`src/rtl/branch_compare_seq.sv`:
```
// Multi-cycle branch comparator: scans operands CHUNK bits per cycle from the MSB down.
// Define CMP_EARLY_EXIT_EN to finish at the first differing chunk instead of a constant-time scan.
module branch_compare_seq #(
    parameter int unsigned WIDTH = 32,
    parameter int unsigned CHUNK = 8
) (
    input  logic             clk,
    input  logic             rst_n,
    input  logic             i_valid,
    output logic             o_ready,
    input  logic [WIDTH-1:0] a,
    input  logic [WIDTH-1:0] b,
    input  logic [2:0]       funct3,
    input  logic             i_flush,
    output logic             o_valid,
    input  logic             i_ready,
    output logic             o_a_lt_b,
    output logic             o_a_eq_b,
    output logic             o_taken,
    output logic             o_illegal
);
    localparam int unsigned NCHUNK = WIDTH / CHUNK;
    localparam int unsigned IDXW = (NCHUNK > 1) ? $clog2(NCHUNK) : 1;
    localparam logic [IDXW-1:0] IDX_TOP = IDXW'(NCHUNK - 1);
    localparam logic [WIDTH-1:0] MSB_MASK = {1'b1, {(WIDTH-1){1'b0}}};

    if (WIDTH % CHUNK != 0) begin : g_width_check
        $error("WIDTH must be a multiple of CHUNK");
    end

    typedef enum logic [1:0] {StIdle, StCmp, StDone} state_e;

    state_e          state_q;
    logic [WIDTH-1:0] a_q, b_q;
    logic [2:0]      f3_q;
    logic [IDXW-1:0] idx_q;

    logic [CHUNK-1:0] ca, cb;
    logic             diff, chunk_lt;
    logic             done_now, fin_lt, fin_eq, fin_taken, fin_illegal;

`ifndef CMP_EARLY_EXIT_EN
    // First differing chunk decides lt; later chunks cannot override it.
    logic found_q, lt_q;
`endif

    assign o_ready = (state_q == StIdle);

    always_comb begin
        ca       = a_q[int'(idx_q)*CHUNK +: CHUNK];
        cb       = b_q[int'(idx_q)*CHUNK +: CHUNK];
        diff     = (ca != cb);
        chunk_lt = (ca < cb);
`ifdef CMP_EARLY_EXIT_EN
        done_now = diff || (idx_q == '0);
        fin_lt   = diff && chunk_lt;
        fin_eq   = !diff;
`else
        done_now = (idx_q == '0);
        fin_lt   = found_q ? lt_q : (diff && chunk_lt);
        fin_eq   = !found_q && !diff;
`endif
        fin_illegal = (f3_q[2:1] == 2'b01);
        case (f3_q)
            3'b000:         fin_taken = fin_eq;
            3'b001:         fin_taken = !fin_eq;
            3'b100, 3'b110: fin_taken = fin_lt;
            3'b101, 3'b111: fin_taken = !fin_lt;
            default:        fin_taken = 1'b0;
        endcase
    end

    always_ff @(posedge clk or negedge rst_n) begin
        if (!rst_n) begin
            state_q   <= StIdle;
            a_q       <= '0;
            b_q       <= '0;
            f3_q      <= '0;
            idx_q     <= IDX_TOP;
            o_valid   <= 1'b0;
            o_a_lt_b  <= 1'b0;
            o_a_eq_b  <= 1'b0;
            o_taken   <= 1'b0;
            o_illegal <= 1'b0;
`ifndef CMP_EARLY_EXIT_EN
            found_q   <= 1'b0;
            lt_q      <= 1'b0;
`endif
        end else if (i_flush) begin
            state_q <= StIdle;
            idx_q   <= IDX_TOP;
            o_valid <= 1'b0;
        end else begin
            case (state_q)
                StIdle: begin
                    if (i_valid) begin
                        // Flipping the sign bits maps signed order onto unsigned order.
                        a_q     <= funct3[1] ? a : (a ^ MSB_MASK);
                        b_q     <= funct3[1] ? b : (b ^ MSB_MASK);
                        f3_q    <= funct3;
                        idx_q   <= IDX_TOP;
                        state_q <= StCmp;
`ifndef CMP_EARLY_EXIT_EN
                        found_q <= 1'b0;
                        lt_q    <= 1'b0;
`endif
                    end
                end
                StCmp: begin
                    if (done_now) begin
                        o_a_lt_b  <= fin_lt;
                        o_a_eq_b  <= fin_eq;
                        o_taken   <= fin_taken;
                        o_illegal <= fin_illegal;
                        o_valid   <= 1'b1;
                        state_q   <= StDone;
                    end else begin
                        idx_q <= idx_q - 1'b1;
`ifndef CMP_EARLY_EXIT_EN
                        if (!found_q && diff) begin
                            found_q <= 1'b1;
                            lt_q    <= chunk_lt;
                        end
`endif
                    end
                end
                StDone: begin
                    if (i_ready) begin
                        o_valid <= 1'b0;
                        idx_q   <= IDX_TOP;
                        state_q <= StIdle;
                    end
                end
                default: state_q <= StIdle;
            endcase
        end
    end
endmodule
```
`config.mk`:
```
export PLATFORM = sky130hd
export DESIGN_NAME = branch_compare_seq
export DESIGN_NICKNAME = d
export VERILOG_FILES = /design/src/rtl/branch_compare_seq.sv
export SDC_FILE = /design/constraint.sdc
export NUM_CORES = 1
export LEC_CHECK = 0
export ABC_CLOCK_PERIOD_IN_PS = 6600
export CORE_ASPECT_RATIO = 1.25
export CORE_MARGIN = 4
export CORE_UTILIZATION = 49
export CTS_CLUSTER_DIAMETER = 100
export CTS_CLUSTER_SIZE = 16
export DETAILED_ROUTE_END_ITERATION = 10
export GPL_TIMING_DRIVEN = 0
export PLACE_DENSITY = 0.78
export SLEW_MARGIN = 20
export SYNTH_ARGS = -nofsm -noshare
export SYNTH_HDL_FRONTEND = slang
export SYNTH_SLANG_ARGS = --single-unit
```
`constraint.sdc`:
```
create_clock -name clk -period 6.6 [get_ports clk]
set_clock_uncertainty 0.05 [all_clocks]
set_input_delay 1.32 -clock clk [delete_from_list [all_inputs] [get_ports clk]]
set_output_delay 1.32 -clock clk [all_outputs]
set_load 0.005 [all_outputs]
```
==> flow_summary.json, run 1 <==
{
  "drtAntennaViolNets": 0,
  "die_y_um": 106,
  "coreArea_sq_um": 7400,
  "routedWlPerCell_um": 17.3,
  "pwr_density_cell_nw_per_um2": 316,
  "hpwl_mm": 5.82,
  "maxCapViolCount": 0,
  "syn_nets": 345,
  "antenna_found_initial": 0,
  "multiInputGateArea_sq_um": 1670,
  "setup_viol": 0,
  "fin_crit_ns": 3.09,
  "finalCoreUtilization_pct": 65.6,
  "arrival_ns": 3.27,
  "vias_per_cell": 5.40,
  "n_fill_cell": 542,
  "vias": 2407,
  "ys_types": 38,
  "ys_ff_latch": 78,
  "timing.rr.end": "o_taken",
  "relSlewSlack_pct": 65.3,
  "first_pass_iters": 7,
  "cts_resized": 0,
  "hold_path.class": "reg2reg",
  "path_clk_slew_ns": 0.08,
  "numCtsBuffers": 9,
  "criticalPathCategory": "reg2reg",
  "fp-row-count": 35,
  "p_total_mw": 1.54,
  "seq_area_sq_um": 1950,
  "whs_ns": 0.435,
  "crit_slowest_cell": "mux4_2",
  "worst_path_most_repeated_cell": "buf_4",
  "rr_worst_depth": 10,
  "syn_inst": 260,
  "synth_area_sq_um": 3740,
  "grt_max_degree": 41,
  "place_congestion": 0.821,
  "cts_buffer_depth": 2,
  "pin_count": 78,
  "min_period_over_period_pct": 46.8,
  "ir_drop_mv": 0.214,
  "grt_util_all_layers_pct": 17.8,
  "n_antenna_cell": 0,
  "hold_buffers": 0,
  "start_util_pct": 50.6,
  "first_iter_violations": 63,
  "required_ns": 6.78,
  "r2r_slack_ns": 3.51,
  "fin_nets": 434,
  "syn2layout_area_growth_pct": 29.8,
  "clkLatencyLatePin_ns": 0.34,
  "htreeDepth": 3,
  "worst_slew_pin_slew_ns": 0.520,
  "die_area_sq_um": 9110,
  "overflow": 0,
  "status": "finished clean",
  "grt_pass1_wl_mm": 12.3,
  "power.leakage_nw": 2.10,
  "path_max_fanout": 10,
  "cp_cell_sequence": "buf_4 > buf_4 > mux4_2 > ha_1 > nand4_2 > o21bai_2 > nor3_1 > mux2_4 > o2111ai_2 > nand2_1",
  "fmax_ghz": 0.324,
  "crit_start": "idx_q[0]",
  "yosysSeqAreaShare_pct": 52.2,
  "critPathCapture": "o_taken",
  "cp-start-kind": "flop",
  "cts_sinks": 78,
  "drc": 0,
  "synth_edf_count": 0,
  "end_kind": "flop",
  "synth_warnings": 0,
  "syn_area_per_cell_sq_um": 14.4,
  "fin_setup_tns_ns": 0,
  "cts_tree": "yes",
  "root_buffer": "clkbuf_8",
  "drive_gt1_share_pct": 33.9,
  "grt_pass1_vias": 2514,
  "cpPeakStageDelay_ns": 0.54,
  "r2r-start": "idx_q[0]",
  "drt_wl_total_mm": 7.73,
  "rsz0062_at_grt": "no",
  "die_w_um": 86.2,
  "slew_viol_final": 0,
  "layout_common_cells": "dfrtp_1 (76), clkdlybuf4s50_1 (76), mux2_2 (66), mux4_2 (16), inv_1 (15)",
  "port_buffers": 77,
  "async_flop_share_pct": 100,
  "finalHoldViolCount": 0,
  "synth_ff_type": "dfrtp_1",
  "post_cts_buffers": 0
}
cells by family after synthesis:
kind of cell               count (synthesis)  share of synthesized area (%)
AOI/OAI and AO/OA                         30                           5.45
xor gates and xnor gates                   3                          0.702
DFF                                       78                           52.2
buffers and inverters                     26                           3.24
muxes                                     85                           30.4
and+or+nand+nor                           25                           3.61
adders and majority gates                 13                           4.35
registers in the layout, indices dropped and copies added, names as in the netlist, 2 cells and up:
signal / flops
idx_q: 2
f3_q: 3
a_q: 32
state_q: 2
b_q: 32
layer usage:
| metal | wire [um] | track usage [%] |
|---|---|---|
| met5 | 0 | 0 |
| met4 | 152 | 7.13 |
| met3 | 366 | 3.60 |
| met2 | 4160 | 31.0 |
| met1 | 3050 | 21.3 |
worst min path at each step:
stage	end	from	depth (start not counted)	slack [ns]
floorplan	a_q[31]	a_q[31]	2	0.39
global placement	o_illegal	o_illegal	2	0.41
detailed placement	b_q[31]	b_q[31]	2	0.43
CTS	o_illegal	o_illegal	2	0.45
global route	o_a_lt_b	o_a_lt_b	2	0.46
finish	o_illegal	o_illegal	2	0.43
report_power, final:
group,switching [mW],total (mW),leakage [nW],internal [mW]
registers,0.0695,0.683,0.930,0.613
clock network,0.166,0.373,0.107,0.207
logic,0.190,0.479,1.06,0.289
total,0.426,1.54,2.10,1.11
synthesized netlist by cell type (2+ instances only):
library cell / count / area share (%)
dfstp_2: 2 / 1.4
a211oi_1: 2 / 0.40
a21oi_1: 7 / 0.94
xor2_1: 2 / 0.47
ha_1: 13 / 4.3
and2_1: 2 / 0.33
mux2i_1: 2 / 0.53
buf_2: 7 / 0.94
o21ai_0: 10 / 1.3
inv_1: 15 / 1.5
nand2_1: 9 / 0.90
buf_4: 4 / 0.80
nor2b_1: 2 / 0.33
nor2_1: 3 / 0.30
mux4_2: 16 / 9.6
mux2_2: 66 / 20
nor3_1: 2 / 0.27
dfrtp_1: 76 / 51
final cells by class:
type                    count  share of cell area, %
plain buffers              11                   1.34
clock buffers              14                   3.55
clock inverters             2                  0.799
inverters                  15                   1.16
multi-input cells         156                   34.3
flip-flops and latches     78                   40.2
well taps                  92                   2.37
repair buffers             78                   16.2
worst max-delay path, delay by kind of cell (launching register included):
family	cells	cell delay (ns)
mux	2	0.82
fa+ha+maj	1	0.33
buf+inv	2	0.49
flops	1	0.53
compound gates	2	0.43
simple gates	3	0.33
per-stage QoR:
stage               cells  area, sq um  setup WS [ns]
floorplan             260         3740           3.78
global placement      429         4630           1.43
detailed placement    430         4650           3.50
CTS                   446         4860           3.48
global route          446         4860           3.35
finish                446         4860           3.51
(Power assumes the default switching activity.)
==> inputs of run 2 (changes only) <==
--- a/config.mk
+++ b/config.mk
@@ -5,7 +5,7 @@
 export SDC_FILE = /design/constraint.sdc
 export NUM_CORES = 1
 export LEC_CHECK = 0
-export ABC_CLOCK_PERIOD_IN_PS = 6600
+export ABC_CLOCK_PERIOD_IN_PS = 2900
 export CORE_ASPECT_RATIO = 1.25
 export CORE_MARGIN = 4
 export CORE_UTILIZATION = 49
==> constraint.sdc (replaced) <==
create_clock -name clk -period 2.9 [get_ports clk]
set_clock_uncertainty 0.05 [all_clocks]
set_input_delay 0.58 -clock clk [delete_from_list [all_inputs] [get_ports clk]]
set_output_delay 0.58 -clock clk [all_outputs]
set_load 0.005 [all_outputs]
==> flow_summary.json, run 2 (same netlist as run 1, synthesis figures left out) <==
{
  "p_sw_share_pct": 28.1,
  "dpl_cell_area_sq_um": 4650,
  "ir_drop_mv": 0.510,
  "relSlewSlack_pct": 65.3,
  "setup_viol": 0,
  "first_pass_iters": 5,
  "clkLatencyLatePin_ns": 0.34,
  "cp-start-kind": "flop",
  "rr_worst_depth": 10,
  "cts_sinks": 78,
  "start_util_pct": 50.6,
  "vias": 2399,
  "finalCoreUtilization_pct": 66.9,
  "path_max_fanout": 8,
  "internal_power_mw": 2.58,
  "top_regs": "a_q (32), b_q (32), f3_q (3)",
  "die_area_sq_um": 9110,
  "grt_util_all_layers_pct": 18.0,
  "seqPwrFrac_pct": 43.4,
  "seq_area_sq_um": 1950,
  "coreArea_sq_um": 7400,
  "fin_nets": 438,
  "n_fill_cell": 522,
  "first_iter_violations": 68,
  "slew_viol_final": 0,
  "drt_wl_total_mm": 7.93,
  "n_antenna_cell": 0,
  "hpwl_mm": 5.82,
  "whs_ns": 0.146,
  "routedWlPerCell_um": 17.6,
  "pwr_density_cell_nw_per_um2": 725,
  "finalHoldViolCount": 0,
  "numCtsBuffers": 9,
  "fmax_ghz": 0.351,
  "vias_per_cell": 5.33,
  "die_y_um": 106,
  "hold_buffers": 0,
  "grt_max_degree": 41,
  "final_area_sq_um": 4950,
  "grt_pass1_wl_mm": 12.4,
  "power_frac_comb_pct": 33.0,
  "htreeDepth": 3,
  "grt_pass1_vias": 2524,
  "required_ns": 3.07,
  "hold_path.class": "in2async",
  "fp-row-count": 35,
  "criticalPathCategory": "reg2reg",
  "overflow": 0,
  "layout_common_cells": "dfrtp_1 (76), clkdlybuf4s50_1 (76), mux2_2 (66), mux4_2 (16), inv_1 (15)",
  "fin_crit_ns": 2.85,
  "power.leakage_nw": 2.14,
  "worst_slew_pin_slew_ns": 0.520,
  "path_clk_slew_ns": 0.08,
  "port_buffers": 77,
  "maxCapViolCount": 0,
  "root_buffer": "clkbuf_8",
  "p_total_mw": 3.59,
  "cts_tree": "yes",
  "syn2layout_area_growth_pct": 32.4,
  "end_kind": "flop",
  "antenna_found_initial": 0,
  "switching_power_mw": 1.01,
  "p_clk_share_pct": 23.5,
  "drtAntennaViolNets": 0,
  "arrival_ns": 3.02,
  "min_period_over_period_pct": 98.2,
  "place_congestion": 0.821,
  "drc": 0,
  "die_w_um": 86.2,
  "cts_buffer_depth": 2,
  "multiInputGateArea_sq_um": 1700,
  "status": "finished clean",
  "drive_gt1_share_pct": 35.2,
  "pin_count": 78
}
run 2: power by group through the flow:
stage          Combinational, mW  Clock (mW)  Sequential (mW)
6_report                    1.19       0.845             1.56
5_1_grt                     1.29       0.905             1.59
4_1_cts                     1.12       0.869             1.56
3_5_place_dp                1.10           0             1.57
3_3_place_gp                1.06           0             1.56
2_1_floorplan              0.814           0             1.52
run 2: layer usage:
layer  part of all wire, %  track usage (%)  routed length (um)  up-vias
li1                      -                -                   -     1124
met1                    40             21.6                3190     1216
met2                    54             31.0                4270       47
met3                   4.0             3.67                 316       12
met4                   1.9             7.47                 149        0
met5                     0                0                   0        -
run 2: critical path, cell delays in order, from the launching register on:
cell and delay [ns]:
dfstp_2 0.56, buf_12 0.11, buf_12 0.13, mux4_2 0.55, ha_4 0.29, nor2b_4 0.11
o211ai_1 0.11, a21oi_2 0.22, mux2_4 0.33, o2111ai_2 0.19, nand2_1 0.08
run 2: stage by stage:
step | TNS, ns | worst slack (ns) | std cells
after global routing | -0.0193 | -0.0162 | 450
after detailed placement | -0.481 | -0.203 | 430
after floorplan | 0 | 0.0850 | 260
final | 0 | 0.0525 | 450
after global placement | -117.39 | -1.53 | 429
after CTS | 0 | 0.0457 | 448
run 2: repair_timing:
item	CTS	global route
resized for setup	7	4
pin swaps	2	3
setup buffers	3	2
cloned	0	0
endpoints found under the setup margin	4	2
run 2: cell type report:
class / count / area share (%)
Buffer: 10 / 1.77
Clock buffer: 14 / 3.49
Clock inverter: 2 / 0.783
Inverter: 15 / 1.14
Multi-Input combinational cell: 156 / 34.4
Sequential cell: 78 / 39.5
Tap cell: 92 / 2.32
Timing Repair Buffer: 83 / 16.7
run 2: worst paths after layout:
kind,from,to,slack [ns]
worst max-delay path,idx_q[0],o_taken,0.05
worst min-delay path,rst_n,o_illegal,0.15
worst max register to register,idx_q[0],o_taken,0.05
worst min register to register,o_illegal,o_illegal,0.43
max in group asynchronous,rst_n,a_q[16],2.06
min in group clk,o_illegal,o_illegal,0.43
==> inputs of run 3 (changes only) <==
--- a/config.mk
+++ b/config.mk
@@ -9,11 +9,11 @@
 export CORE_ASPECT_RATIO = 1.25
 export CORE_MARGIN = 4
 export CORE_UTILIZATION = 49
-export CTS_CLUSTER_DIAMETER = 100
 export CTS_CLUSTER_SIZE = 16
 export DETAILED_ROUTE_END_ITERATION = 10
 export GPL_TIMING_DRIVEN = 0
 export PLACE_DENSITY = 0.78
+export SETUP_SLACK_MARGIN = 0.3
 export SLEW_MARGIN = 20
 export SYNTH_ARGS = -nofsm -noshare
 export SYNTH_HDL_FRONTEND = slang
==> flow_summary.json, run 3 (same netlist as run 1, synthesis figures left out) <==
{
  "fin_cells": 453,
  "drtAntennaViolNets": 0,
  "seq_area_sq_um": 1950,
  "die_y_um": 106,
  "cts_sinks": 78,
  "required_ns": 3.09,
  "cp_num_cells": 10,
  "fin_setup_tns_ns": 0,
  "n_antenna_cell": 0,
  "maxCapViolCount": 0,
  "arrival_ns": 2.98,
  "switching_power_mw": 1.10,
  "dp_cells": 430,
  "worst_slew_pin_slew_ns": 0.451,
  "syn2layout_area_growth_pct": 35.2,
  "clkLatencyLatePin_ns": 0.35,
  "cpPeakStageDelay_ns": 0.56,
  "hold_path.class": "in2async",
  "path_max_fanout": 8,
  "first_iter_violations": 108,
  "hpwl_mm": 6.06,
  "setup_viol": 0,
  "path_clk_slew_ns": 0.08,
  "vias": 2436,
  "end_kind": "flop",
  "rsz0062_at_grt": "yes",
  "drive_gt1_share_pct": 38.8,
  "grt_pass1_vias": 2626,
  "grt_pass1_wl_mm": 13.3,
  "cp-start-kind": "flop",
  "drc": 0,
  "place_congestion": 0.827,
  "r2r_slack_ns": 0.11,
  "grt_max_degree": 46,
  "dpl_cell_area_sq_um": 4730,
  "min_period_over_period_pct": 96.1,
  "numCtsBuffers": 9,
  "cts_buffer_depth": 2,
  "power_frac_comb_pct": 36.7,
  "power.leakage_nw": 2.14,
  "first_pass_iters": 4,
  "crit_slowest_cell": "mux4_2",
  "routedWlPerCell_um": 18.4,
  "coreArea_sq_um": 7400,
  "grt_util_all_layers_pct": 19.7,
  "vias_per_cell": 5.38,
  "cp_cell_sequence": "buf_12 > buf_12 > mux4_2 > ha_4 > nand4_4 > o21bai_4 > nor3_2 > mux2_4 > o2111ai_2 > nand2_1",
  "ir_drop_mv": 0.439,
  "die_area_sq_um": 9110,
  "antenna_found_initial": 0,
  "finalHoldViolCount": 0,
  "whs_ns": 0.110,
  "crit_start": "idx_q[0]",
  "seqPwrFrac_pct": 41.9,
  "htreeDepth": 3,
  "slew_viol_final": 0,
  "rr_worst_depth": 10,
  "worst_path_most_repeated_cell": "buf_12",
  "final_area_sq_um": 5060,
  "timing.rr.end": "o_taken",
  "path_buf_inv": 2,
  "drt_wl_total_mm": 8.34,
  "port_buffers": 77,
  "p_clk_share_pct": 21.5,
  "start_util_pct": 50.6,
  "hold_buffers": 0,
  "fp-row-count": 35,
  "criticalPathCategory": "reg2reg",
  "fin_nets": 441,
  "top_regs": "a_q (32), b_q (32), f3_q (3)",
  "fmax_ghz": 0.359,
  "relSlewSlack_pct": 69.9,
  "pwr_density_cell_nw_per_um2": 734,
  "layout_common_cells": "dfrtp_1 (76), clkdlybuf4s50_1 (76), mux2_2 (66), mux4_2 (16), inv_1 (12)",
  "status": "finished clean",
  "n_fill_cell": 542,
  "overflow": 0,
  "fin_crit_ns": 2.79,
  "pin_count": 78,
  "die_w_um": 86.2,
  "r2r-start": "idx_q[0]",
  "p_sw_share_pct": 29.7,
  "internal_power_mw": 2.61,
  "root_buffer": "clkbuf_8",
  "multiInputGateArea_sq_um": 1770,
  "cts_tree": "yes",
  "crit_family": "multiplexers"
}
==> run 3: changes by cell type in the layout (fill, tap and decap cells not counted), sizes merged <==
cell,previous run,this run
clkinvlp,0,3
buf,17,20
clkbuf,14,10
clkinv,1,2
==> run 3: layout make-up <==
cell class,instances,share of cell area (%)
tap,92,2.28
clock buffer,10,2.52
multi-input combinational,156,35.1
sequential,78,38.6
inverter,15,1.11
timing repair buffer,85,17.3
clock inverter,6,1.24
buffer,11,1.88
==> run 3: worst max path at each step <==
| stage | to |
|---|---|
| after floorplan | o_taken |
| after global placement | a_q[30] |
| after detailed placement | o_taken |
| after CTS | o_taken |
| after global routing | o_taken |
| final | o_taken |
==> run 3: timing repair <==
item                                    CTS  global route
buffers inserted                          6             1
hold endpoints to repair                  0             0
gates resized for setup                  11             4
pin swaps                                 9             6
endpoints found under the setup margin    5             4
==> run 3: metal layers <==
metal / part of all wire (%) / global-route usage (%) / up-vias
met5: 0 / 0 / -
met4: 2.4 / 8.71 / 0
met3: 4.3 / 3.67 / 17
met2: 54 / 34.3 / 61
met1: 39 / 23.4 / 1218
li1: - / - / 1140
==> run 3: power groups by stage <==
stage               Clock (mW)  Sequential, mW  Combinational, mW
floorplan                    0            1.52              0.879
global placement             0            1.56               1.14
detailed placement           0            1.58               1.20
CTS                      0.817            1.56               1.32
global route             0.861            1.60               1.48
finish                   0.798            1.56               1.36
==> run 3: stage by stage <==
| step | utilization (%) | setup WS [ns] | power [mW] |
|---|---|---|---|
| after floorplan | - | 0.178 | 2.40 |
| after global placement | 63.6 | -1.49 | 2.69 |
| after detailed placement | 63.9 | -0.0994 | 2.78 |
| after CTS | 68.0 | 0.113 | 3.69 |
| after global routing | 68.4 | 0.0257 | 3.94 |
| final | 68.4 | 0.114 | 3.72 |
==> variant 1 (config.mk and constraints of run 2) <==
Encoding of `state_e`: now one-hot (3 bits for 3 states).
--- a/src/rtl/branch_compare_seq.sv
+++ b/src/rtl/branch_compare_seq.sv
@@ -29,5 +29,5 @@
     end
 
-    typedef enum logic [1:0] {StIdle, StCmp, StDone} state_e;
+    typedef enum logic [2:0] {StIdle = 3'b001, StCmp = 3'b010, StDone = 3'b100} state_e;
 
     state_e          state_q;
Behaviour: same outputs for any inputs over 10 cycles, from zero or initial values and one cycle with rst_n low; not proved beyond that.
==> variant 1 against run 2 <==
Wire length up 7.5%; sequential cell count up 1; design area up 5.3%; setup slack better by 0.033 ns; first-iteration DRC count up 62%; non-clock buffer count up 1; count of clock-buffer cells in the layout down 3; total power down 12%; area after synthesis up 7.4%; critical endpoint unchanged.
==> variant 1: results (changes against run 2) <==
CTS Buffer Depth=2 (unchanged); routed wire length=8520 um (+7.5%); GRT Total Usage=19.0% (+1.1 points); FILL cells=584 (+12%); DR vias=2,460 (+2.5%); drt pass-1 iters=4 (-1); cell area after placement=4930 um2 (+6.1%); first-pass GRT wire length=13,800 um (+11%); top_reg_cell synth=dfrtp_1; Final Max Tran Viols=0 (unchanged); CP Max Fanout=10 (+2); yosys warns=0 (unchanged); # placed instances=438 (+1.9%); clk slew on worst S/H paths=0.09 ns; largest delay contributor family on the critical path=compound AO/OA/AOI/OAI gates; Peak VDD IR=0.000324 V (-36%); worst reg-to-reg setup slack=0.09 ns (+0.03 ns); Worst path max stage delay=0.67 ns (+0.11 ns); Iter 0 DRT Violations=110 (+62%); fraction of layout cells with a size suffix above 1=34.1% (-1.1 points); vias in the first global route=2,732 (+8.2%); PortBufs=77 (unchanged); post-synth cell types=42 (+11%); Placer Congestion=0.864 (+5.3%); Syn Nets=346 (+0.29%); top cells by area, synth=dfrtp_1, mux2_4, mux4_2; Pleak=2.42 nW (+13%); slowest cell on the critical path=dfstp_4; status=complete, no violations; CP arrival=2.98 ns (-0.04 ns); post-synthesis sequential area ratio=49.3% (-2.9 points); Cell Int Power=0.00232 W (-10%); initial antenna violation count=0 (unchanged); CTS Buf Count=9 (unchanged); Post-synth top cells=dfrtp_1, mux2_4, mux4_2, inv_1, ha_1; Avg Inst Size Synth=15.2 um2 (+5.4%); worst hold path type=input pin to async pin; diode count=0 (unchanged); worst r2r src=idx_q[0]$_DFFE_PN1P_; Non-Filler Instances=456 (+1.3%); Clock Tree Root=clkbuf_8; Reg2Reg Depth=8 (-2); r2r endpoint=o_taken$_DFFE_PN0P_; DP HPWL=6140 um (+5.4%); pin count of the biggest net entering global routing=46 (+12%); H-tree levels=3 (unchanged); Nets=437 (-0.23%); Post-synth ARST share=100% (unchanged); worst slew margin relative to its limit=53.6% (-12 points); clock latency at the later pin of the worst-skew pair=0.35 ns; largest registers=a_q x32, b_q x32
[variant 1: how the worst max path moves through the flow]
stage	end	cells after the start	startpoint
floorplan	o_taken$_DFFE_PN0P_	9	idx_q[0]$_DFFE_PN1P_
CTS	o_taken$_DFFE_PN0P_	9	idx_q[0]$_DFFE_PN1P_
global placement	a_q[19]$_DFFE_PN0P_	1	rst_n
global route	o_taken$_DFFE_PN0P_	9	idx_q[0]$_DFFE_PN1P_
finish	o_taken$_DFFE_PN0P_	8	idx_q[0]$_DFFE_PN1P_
detailed placement	o_taken$_DFFE_PN0P_	9	idx_q[1]$_DFFE_PN1P_
[variant 1: routing by layer]
| metal | global-route usage [%] | share of wire [%] |
|---|---|---|
| met1 | 23.5 | 42 |
| met3 | 4.01 | 3.6 |
| met5 | 0 | 0 |
| met2 | 33.2 | 53 |
| met4 | 5.74 | 1.5 |
[variant 1: kinds of logic after synthesis]
group                    after synthesis  synth area share, %
AO/OA/AOI/OAI                         32                 5.23
XOR/XNOR                               3                0.654
adder cells (fa/ha/maj)                9                 2.80
buffers and inverters                 26                 3.89
flip-flops                            79                 49.3
multiplexers                          82                 33.4
AND/OR/NAND/NOR                       34                 4.70
[variant 1: final cells by class]
cell class                      count  area (um2)  share of cell area [%]
Buffer                             12         121                    2.33
Multi-Input combinational cell    160        1920                    36.8
Sequential cell                    79        1980                    38.0
Clock inverter                      5        56.3                    1.08
Inverter                           12        45.0                   0.863
Tap cell                           95         119                    2.28
Timing Repair Buffer               82         831                    15.9
Clock buffer                       11         141                    2.71
[variant 1: what timing repair did]
item,4_1_cts,5_1_grt
cloned,0,0
gates resized for setup,4,13
endpoints found under the setup margin,5,3
hold buffers,0,0
setup buffers,2,2
pin swaps,0,2
[variant 1: through the flow]
| step | TNS, ns | total power (W) | utilization (%) | setup WS, ns | hold slack (ns) |
|---|---|---|---|---|---|
| floorplan | 0 | 0.00203 | - | 0.0276 | 0.234 |
| global placement | -112.98 | 0.00226 | 62.3 | -1.44 | 0.411 |
| detailed placement | -1.97 | 0.00230 | 62.5 | -0.551 | 0.422 |
| CTS | 0 | 0.00313 | 65.3 | 0.0180 | 0.133 |
| global route | -0.0656 | 0.00332 | 66.2 | -0.0360 | 0.147 |
| finish | 0 | 0.00315 | 66.2 | 0.0856 | 0.118 |
[variant 1: power groups by stage]
| stage | Combinational (W) | Sequential (W) | Clock, W |
|---|---|---|---|
| 2_1_floorplan | 0.000608 | 0.00142 | 0 |
| 3_3_place_gp | 0.000801 | 0.00146 | 0 |
| 3_5_place_dp | 0.000837 | 0.00147 | 0 |
| 4_1_cts | 0.000840 | 0.00145 | 0.000837 |
| 5_1_grt | 0.000945 | 0.00148 | 0.000892 |
| 6_report | 0.000870 | 0.00145 | 0.000827 |
==> variant 2 (flow settings as in run 2) <==
Made on the original files. The parameter `WIDTH` goes from 32 to 128.
--- a/src/rtl/branch_compare_seq.sv
+++ b/src/rtl/branch_compare_seq.sv
@@ -2,5 +2,5 @@
 // Define CMP_EARLY_EXIT_EN to finish at the first differing chunk instead of a constant-time scan.
 module branch_compare_seq #(
-    parameter int unsigned WIDTH = 32,
+    parameter int unsigned WIDTH = 128,
     parameter int unsigned CHUNK = 8
 ) (
Interface: changed (resized a and b); port bits go from 78 to 270. No check against the original RTL was run, so the function may have changed too.
==> variant 2 against run 2 <==
The flow now finishes with violations (setup timing); synthesized cell count rose to 3.0 times the old value; critical path depth up 1; highest routed layer is now met5; total power rose to 4.2 times the old value; via count rose to 3.3 times the old value; area after synthesis rose to 3.3 times the old value; wire length rose to 4.2 times the old value; sequential share of layout area up 1.9 points; setup slack worse by 0.50 ns; sequential cell count up 194; sequential power rose to 4.2 times the old value; first-iteration DRC count rose to 4.6 times the old value; die area rose to 3.1 times the old value; global-route usage up 5.7 points; design area rose to 3.3 times the old value.
==> variant 2: results (changes against run 2) <==
status=complete, but fails checks; violated checks=setup timing; H-tree levels=1 (-2); slowest cell on the critical path=mux4_2; post-CTS sizing=22 (+15); drt pass-1 iters=4 (-1); Placer Congestion=0.843 (+2.7%); Syn Nets=1,048 (+200%); clock latency at the later pin of the worst-skew pair=0.51 ns (+0.17 ns); Final setup violation count=5 (+5); CP Max Fanout=5 (-3); Hold Path End=o_valid$_DFFE_PN0P_; post-synth cell types=40 (+5.3%); CP arrival=3.72 ns (+0.70 ns); Clock Tree Root=clkbuf_16; Setup Fix Bufs, Post-CTS=3 (unchanged); CTS Buffer Depth=3 (+1); worst slew margin relative to its limit=59.1% (-6.2 points); DR vias=7,819 (+230%); Post-synth top cells=dfrtp_1, mux2_1, mux4_2, buf_2, nand2_1; routed wire length=32,900 um (+320%); Peak VDD IR=0.000505 V (-0.95%); setup slack after layout=-0.444 ns (-0.497 ns); Iter 0 DRT Violations=311 (+360%); post-synthesis sequential area ratio=54.6% (+2.3 points); Reg2Reg Depth=11 (+1); cell area after placement=15,700 um2 (+240%); CTS Buf Count=20 (+11); r2r endpoint=o_taken$_DFFE_PN0P_; hold slack=0.379 ns (+0.233 ns); initial antenna violation count=13 (+13); TNS Setup=-1.64 ns (-1.64 ns); largest registers=a_q x128, b_q x128, idx_q x4; first-pass GRT wire length=50,100 um (+300%); Pleak=6.78 nW (+220%); worst hold path type=input pin to flop; Post-CTS Hold Buffers=1 (+1); top cells by area, synth=dfrtp_1, mux2_1, mux4_2; DP HPWL=25,100 um (+330%); GRT Total Usage=23.7% (+5.7 points); pin count of the biggest net entering global routing=79 (+93%); Post-synth ARST share=100% (unchanged); FILL cells=1,877 (+260%); Nets=1,346 (+210%); vias in the first global route=8,649 (+240%); PortBufs=268 (+250%); largest delay contributor family on the critical path=multiplexers; fraction of layout cells with a size suffix above 1=16.2% (-19 points); Synth top area share=53.7% (+2.9 points)
==> variant 2: changes by cell type after synthesis, moves of 6 or more <==
cell     before  now
dfrtp_1      76  268
nand2_1       9   17
mux2_1        0  257
nor2_1        3    9
buf_2         7   34
mux4_2       16   80
mux2_2       66    0
==> variant 2: power by group <==
part	switching [W]	internal, W	total, W
registers	0.000943	0.00567	0.00661
clock network	0.00131	0.00136	0.00267
logic	0.00229	0.00337	0.00565
==> variant 2: cell type report <==
class | count | area (um2) | area share [%]
flip-flops and latches | 272 | 6810 | 41.3
multi-input cells | 439 | 5440 | 33.0
repair buffers | 276 | 2840 | 17.2
clock buffers | 36 | 582 | 3.53
well taps | 335 | 419 | 2.54
plain buffers | 48 | 332 | 2.01
inverters | 12 | 45.0 | 0.273
diodes | 10 | 25.0 | 0.152
==> variant 2: worst max path at each step <==
stage	start	to	slack (ns)	cells after the start
CTS	idx_q[0]$_DFFE_PN1P_	o_taken$_DFFE_PN0P_	-0.44	11
global route	idx_q[0]$_DFFE_PN1P_	o_taken$_DFFE_PN0P_	-0.55	11
finish	idx_q[0]$_DFFE_PN1P_	o_taken$_DFFE_PN0P_	-0.44	11
floorplan	idx_q[0]$_DFFE_PN1P_	o_taken$_DFFE_PN0P_	-0.15	11
detailed placement	idx_q[1]$_DFFE_PN1P_	o_taken$_DFFE_PN0P_	-0.68	10
global placement	rst_n	a_q[12]$_DFFE_PN0P_	-10.50	1
==> variant 2: routing by layer <==
layer	global-route usage (%)	part of all wire [%]
met1	29.7	39
met2	39.9	51
met3	5.13	6.6
met4	9.32	3.6
met5	0	0.088
==> variant 2: stage by stage <==
| stage | setup slack (ns) | total power [W] | cells | util [%] |
|---|---|---|---|---|
| after CTS | -0.436 | 0.0150 | 1418 | 65.1 |
| after global placement | -10.50 | 0.0118 | 1374 | 61.9 |
| after detailed placement | -0.682 | 0.0121 | 1377 | 62.2 |
| after floorplan | -0.153 | 0.0102 | 771 | - |
| final | -0.444 | 0.0149 | 1428 | 65.4 |
| after global routing | -0.553 | 0.0159 | 1428 | 65.4 |
==> variant 2: worst reg2reg max path, stage by stage (launching register included) <==
cell,delay (ns)
dfstp_2,0.53
buf_6,0.14
buf_12,0.15
buf_16,0.14
mux4_2,0.55
mux4_2,0.52
ha_4,0.29
nand4_1,0.18
nor3_2,0.27
xor2_1,0.19
a221oi_2,0.07
nor3_1,0.18
==> variant 2: cells by family after synthesis <==
group | share of synthesized area (%)
muxes | 37.6
DFF | 54.6
buffers and inverters | 2.58
and+or+nand+nor | 2.04
AOI/OAI and AO/OA | 1.68
adders and majority gates | 1.30
xor gates and xnor gates | 0.211
